## config.mk

```make
export PLATFORM = sky130hd
export DESIGN_NAME = neuron_accumulator
export DESIGN_NICKNAME = d
export VERILOG_FILES = /design/src/rtl/autoenc_pkg.sv /design/src/rtl/cla4.sv /design/src/rtl/sat_add16.sv /design/src/rtl/neuron_accumulator.sv
export SDC_FILE = /design/constraint.sdc
export NUM_CORES = 1
export LEC_CHECK = 0
export ABC_AREA = 1
export CORE_UTILIZATION = 55
export DETAILED_ROUTE_END_ITERATION = 6
export GPL_ROUTABILITY_DRIVEN = 0
export GPL_TIMING_DRIVEN = 0
export HOLD_SLACK_MARGIN = 0.12
export PLACE_DENSITY_LB_ADDON = 0.08
export SLEW_MARGIN = 25
export SYNTH_ARGS = -nofsm -noshare
export SYNTH_HDL_FRONTEND = slang
export SYNTH_SLANG_ARGS = --single-unit
```

## constraint.sdc

```tcl
create_clock -name clk -period 4.05 [get_ports clk]
set_clock_uncertainty 0.2 [all_clocks]
set_input_delay 0.81 -clock clk [delete_from_list [all_inputs] [get_ports clk]]
set_output_delay 0.81 -clock clk [all_outputs]
set_load 0.05 [all_outputs]
```

## src/rtl/autoenc_pkg.sv

```systemverilog
// Shared constants and types for the autoencoder datapath blocks.
package autoenc_pkg;

    localparam int DATA_W = 16;

    localparam logic [15:0] SAT_MAX = 16'h7FFF;
    localparam logic [15:0] SAT_MIN = 16'h8000;

    typedef enum logic [1:0] {
        IDLE = 2'd0,
        ACC  = 2'd1,
        DONE = 2'd2
    } nacc_state_e;

endpackage

```

## src/rtl/cla4.sv

```systemverilog
// 4-bit carry-lookahead adder slice; slices chain through cin/cout.
module cla4 (
    input  logic [3:0] a,
    input  logic [3:0] b,
    input  logic       cin,
    output logic [3:0] sum,
    output logic       cout
);

    logic [3:0] g;
    logic [3:0] p;
    logic [4:0] c;

    assign g = a & b;
    assign p = a ^ b;

    assign c[0] = cin;
    assign c[1] = g[0] | (p[0] & cin);
    assign c[2] = g[1] | (p[1] & g[0]) | (p[1] & p[0] & cin);
    assign c[3] = g[2] | (p[2] & g[1]) | (p[2] & p[1] & g[0])
                | (p[2] & p[1] & p[0] & cin);
    assign c[4] = g[3] | (p[3] & g[2]) | (p[3] & p[2] & g[1])
                | (p[3] & p[2] & p[1] & g[0])
                | (p[3] & p[2] & p[1] & p[0] & cin);

    assign sum  = p ^ c[3:0];
    assign cout = c[4];

endmodule

```

## src/rtl/sat_add16.sv

```systemverilog
// Combinational 16-bit signed saturating adder built from four cla4 slices.
module sat_add16
    import autoenc_pkg::*;
(
    input  logic [DATA_W-1:0] a,
    input  logic [DATA_W-1:0] b,
    output logic [DATA_W-1:0] sum,
    output logic              ovf
);

    logic [DATA_W-1:0] raw;
    logic [4:0]        carry;

    assign carry[0] = 1'b0;

    for (genvar i = 0; i < 4; i++) begin : g_slice
        cla4 u_cla4 (
            .a    (a[4*i +: 4]),
            .b    (b[4*i +: 4]),
            .cin  (carry[i]),
            .sum  (raw[4*i +: 4]),
            .cout (carry[i+1])
        );
    end

    assign ovf = (a[DATA_W-1] == b[DATA_W-1]) && (raw[DATA_W-1] != a[DATA_W-1]);

    // On overflow both operands share a sign; a carry out means both were negative.
    always_comb begin
        sum = raw;
        if (ovf) begin
            sum = carry[4] ? SAT_MIN : SAT_MAX;
        end
    end

endmodule

```

## src/rtl/neuron_accumulator.sv

```systemverilog
// Bias-loaded saturating accumulator producing one neuron pre-activation per transaction.
// Optional ReLU on the result when NEURON_ACC_RELU_EN is defined.
//
//  state | meaning
//  IDLE  | waiting for start; no term or result handshakes
//  ACC   | accepting N_TERMS terms into the accumulator
//  DONE  | result held on out_data until out_ready
module neuron_accumulator #(
    parameter int N_TERMS = 4,
    parameter int DATA_W  = 16
) (
    input  logic              clk,
    input  logic              rst_n,
    input  logic              start,
    input  logic [DATA_W-1:0] bias,
    input  logic              in_valid,
    output logic              in_ready,
    input  logic [DATA_W-1:0] in_data,
    output logic              out_valid,
    input  logic              out_ready,
    output logic [DATA_W-1:0] out_data,
    output logic              ovf,
    output logic              busy
);

    import autoenc_pkg::*;

    localparam int               CNT_W = $clog2(N_TERMS + 1);
    localparam logic [CNT_W-1:0] LAST  = CNT_W'(N_TERMS - 1);

    nacc_state_e       state_q;
    nacc_state_e       state_d;
    logic [DATA_W-1:0] acc_q;
    logic [CNT_W-1:0]  cnt_q;
    logic              ovf_q;
    logic [DATA_W-1:0] out_q;

    logic [DATA_W-1:0] acc_sum;
    logic              add_ovf;
    logic [DATA_W-1:0] act_data;
    logic              term_accept;
    logic              last_term;

    sat_add16 u_sat_add (
        .a   (acc_q),
        .b   (in_data),
        .sum (acc_sum),
        .ovf (add_ovf)
    );

`ifdef NEURON_ACC_RELU_EN
    assign act_data = acc_sum[DATA_W-1] ? '0 : acc_sum;
`else
    assign act_data = acc_sum;
`endif

    assign term_accept = (state_q == ACC) && in_valid;
    assign last_term   = (cnt_q == LAST);

    always_comb begin
        state_d = state_q;
        case (state_q)
            IDLE: if (start)                    state_d = ACC;
            ACC:  if (term_accept && last_term) state_d = DONE;
            DONE: if (out_ready)                state_d = IDLE;
            default:                            state_d = IDLE;
        endcase
    end

    always_ff @(posedge clk or negedge rst_n) begin
        if (!rst_n) begin
            state_q <= IDLE;
            acc_q   <= '0;
            cnt_q   <= '0;
            ovf_q   <= 1'b0;
            out_q   <= '0;
        end else begin
            state_q <= state_d;
            if ((state_q == IDLE) && start) begin
                acc_q <= bias;
                cnt_q <= '0;
                ovf_q <= 1'b0;
            end else if (term_accept) begin
                acc_q <= acc_sum;
                cnt_q <= cnt_q + CNT_W'(1);
                if (add_ovf) begin
                    ovf_q <= 1'b1;
                end
                // Result register is loaded only on the final term so it holds through DONE.
                if (last_term) begin
                    out_q <= act_data;
                end
            end
        end
    end

    assign in_ready  = (state_q == ACC);
    assign out_valid = (state_q == DONE);
    assign busy      = (state_q != IDLE);
    assign out_data  = out_q;
    assign ovf       = ovf_q;

endmodule

```

==> results.yml <==
floorplan:
  die_w_um: 71.4
  num_rows: 24
  die_area_um2: 5100
  die_height_um: 71.4
  start_util: 0.588
  core_um2: 4500
  ios: 57
timing:
  worst_pin_slew_ns: 0.535
  finalSetupViolCount: 0
  fin_crit_ns: 3.06
  fin_crit_sh: 0.755
  grt_setup_unrepaired: "no"
  hold_viol_final: 0
  fmax_ghz: 0.327
  relSlewSlack: 0.643
  tns_ns: 0
  timing.final.max_slew_violations: 0
detailed_routing:
  post_drt_via_cell_ratio: 5.21
  final_antenna_net_count: 0
  dr.pass1.iters: 4
  wl_mm: 6.10
  drc_errors: 0
  vias: 2299
  detail_route.wl_per_cell_um: 13.8
  drt_first_iter_violations: 102
synth:
  seq_area_frac_synth: 0.359
  synth.distinct_cells: 35
  yosysWarnings: 0
  ys_async_sr_fraction: 1.00
  syn_area_um2: 2650
  syn_inst: 325
  synth_edf_count: 0
  synth_ff_type: "dfrtp_1"
  syn_nets: 384
  synth.avg_cell_area_um2: 8.15
  synth_seq_cells: 38
power:
  power_frac_clock: 0.107
  power_frac_comb: 0.681
  p_seq_frac: 0.213
  p_leak_nw: 1.81
  p_int_mw: 1.55
  p_sw_mw: 1.61
  ir_drop_mv: 0.438
  p_per_area_nw_per_um2: 928
  switching_share: 0.508
final_layout:
  syn2layout_area_growth_pct: 28.4
  diodes: 0
  fin_util: 0.756
  mostFrequentLayoutCell: "nand2_1"
  num-fill-cells: 365
  final_cell_mix: "126 x nand2_1, 55 x clkdlybuf4s50_1, 38 x dfrtp_1, 32 x inv_1, 19 x nand3_1"
  fin_nets: 448
  drive_above_1_share: 0.131
cts:
  clkTransAtPathRegs_ns: 0.08
  ctsHoldBuffers: 0
  cts_made_buffers: 5
  htree_levels: 2
  clockBufferDepth: 2
  tritoncts: "yes"
  clock_sinks: 38
  cts-root-buf: "clkbuf_8"
  cts_setup_buffers: 0
  cts_resized: 0
  clk_latency_ns: 0.30
place:
  port_buffers: 56
  hpwl_mm: 4.61
global_routing:
  antenna_found_initial: 0
  grt_pass1_wl_mm: 10.4
  grt_pass1_vias: 2278
  gr-total-overflow: 0
  grtUsageTotal: 0.269
  grt_max_degree: 31
setup_path:
  slowest_stage: "clkdlybuf4s50_1"
  cp-startpoint: "in_data[2]"
  start_kind: "input pin"
  ff2ff_path_depth: 16
  required_ns: 4.08
  critPathKind: "in -> reg"
  path_delay_family: "simple AND/OR/NAND/NOR gates"
  cp.depth: 17
  crit_path_end_kind: "register"
  slowest_delay_ns: 0.40
  reg2reg_from: "acc_q[2]"
  crit_top_cell: "nand2_1"
  arrival_ns: 3.09
  critical_path_buf_inv_count: 2
  path_max_fanout: 4
  cp_cell_sequence: "clkdlybuf4s50_1 -> ha_1 -> nand2_1 -> nand2_1 -> nand2_1 -> nand2_2 -> nand2_2 -> nand2_2 -> nand2_2 -> nand2_4 -> inv_1 -> fa_1 -> xnor2_1 -> nand2_4 -> nand3_2 -> nand2_1 -> nand2_1"
worst_hold_path:
  hold_class: "in -> async"
run:
  drv_cap: 0
status:
  status: "finished, final reports clean"
-- path summary, 6_finish.rpt --
| check | to | slack [ns] |
|---|---|---|
| hold reg to reg | out_data[11] | 0.28 |
| max in group asynchronous | out_data[0] | 3.03 |
| setup reg to reg | acc_q[13] | 1.51 |
| min in group clk | out_data[11] | 0.28 |
| setup / recovery | acc_q[13] | 0.99 |
| hold / removal | acc_q[10] | 0.17 |
-- routing by layer --
layer / GRT usage / up-vias / share of wire
met1: 0.343 / 1082 / 0.45
met2: 0.459 / 51 / 0.49
met4: 0.118 / 0 / 0.017
met5: 0 / - / 0
met3: 0.0352 / 11 / 0.040
li1: - / 1155 / -
-- logic make-up (layout without fill, tap and decap cells) --
| family | count (synthesis) | count (layout) | synth area share |
|---|---|---|---|
| AND/OR/NAND/NOR | 192 | 192 | 0.373 |
| buffers and inverters | 42 | 106 | 0.0718 |
| flip-flops | 38 | 38 | 0.359 |
| adder cells (fa/ha/maj) | 22 | 22 | 0.115 |
| AO/OA/AOI/OAI | 22 | 22 | 0.0510 |
| XOR/XNOR | 9 | 9 | 0.0297 |
-- cells in the mapped netlist (2+ instances only) --
cell type,n,area [µm²]
a21oi_1,5,25.0
nand4_1,2,12.5
nor2_1,8,30.0
nand3_4,2,35.0
nand3_2,8,80.1
clkbuf_1,2,7.51
xor2_1,6,52.6
fa_1,4,80.1
dfrtp_1,38,951
o22ai_1,3,18.8
buf_2,4,20.0
ha_1,18,225
xnor2_1,3,26.3
nand2_1,126,473
nand2_4,13,146
nand2_2,8,50.1
inv_1,32,120
o21ai_0,8,40.0
nand3_1,19,95.1
-- state kept, by name, indices dropped and copies added (netlist names) --
register  flops
acc_q        16
ovf           1
state_q       2
cnt_q         3
out_data     16
-- layout make-up --
cell class / instances / area [µm²] / area share
multi-input cells: 245 / 1510 / 0.443
flip-flops and latches: 38 / 951 / 0.279
repair buffers: 57 / 576 / 0.169
inverters: 33 / 124 / 0.0364
clock buffers: 6 / 82.6 / 0.0243
plain buffers: 9 / 66.3 / 0.0195
well taps: 52 / 65.1 / 0.0191
clock inverters: 1 / 30.0 / 0.00882
-- through the flow --
| step | instance area (µm²) | hold WS (ns) | setup slack (ns) | power [mW] | std cells |
|---|---|---|---|---|---|
| after detailed placement | 3290 | 0.266 | 0.703 | 2.82 | 434 |
| after global placement | 3280 | 0.265 | 0.711 | 2.77 | 433 |
| after global routing | 3400 | 0.185 | 0.815 | 3.42 | 441 |
| after floorplan | 2650 | 0.253 | 1.30 | 2.30 | 325 |
| final | 3400 | 0.175 | 0.991 | 3.16 | 441 |
| after CTS | 3400 | 0.177 | 0.997 | 3.16 | 441 |
-- power by group through the flow --
stage	Clock, mW	Combinational [mW]	Sequential [mW]
finish	0.337	2.15	0.672
global route	0.350	2.38	0.691
CTS	0.338	2.15	0.672
detailed placement	0	2.14	0.678
global placement	0	2.09	0.672
floorplan	0	1.39	0.910
-- worst reg2reg max path, delay by kind of cell (launching register included) --
family,cells,cell delay [ns]
DFF,1,0.40
buffers and inverters,1,0.05
adders and majority gates,2,0.73
and+or+nand+nor,12,0.85
xor gates and xnor gates,1,0.25
Note: power is estimated with default switching activity, not from simulation.
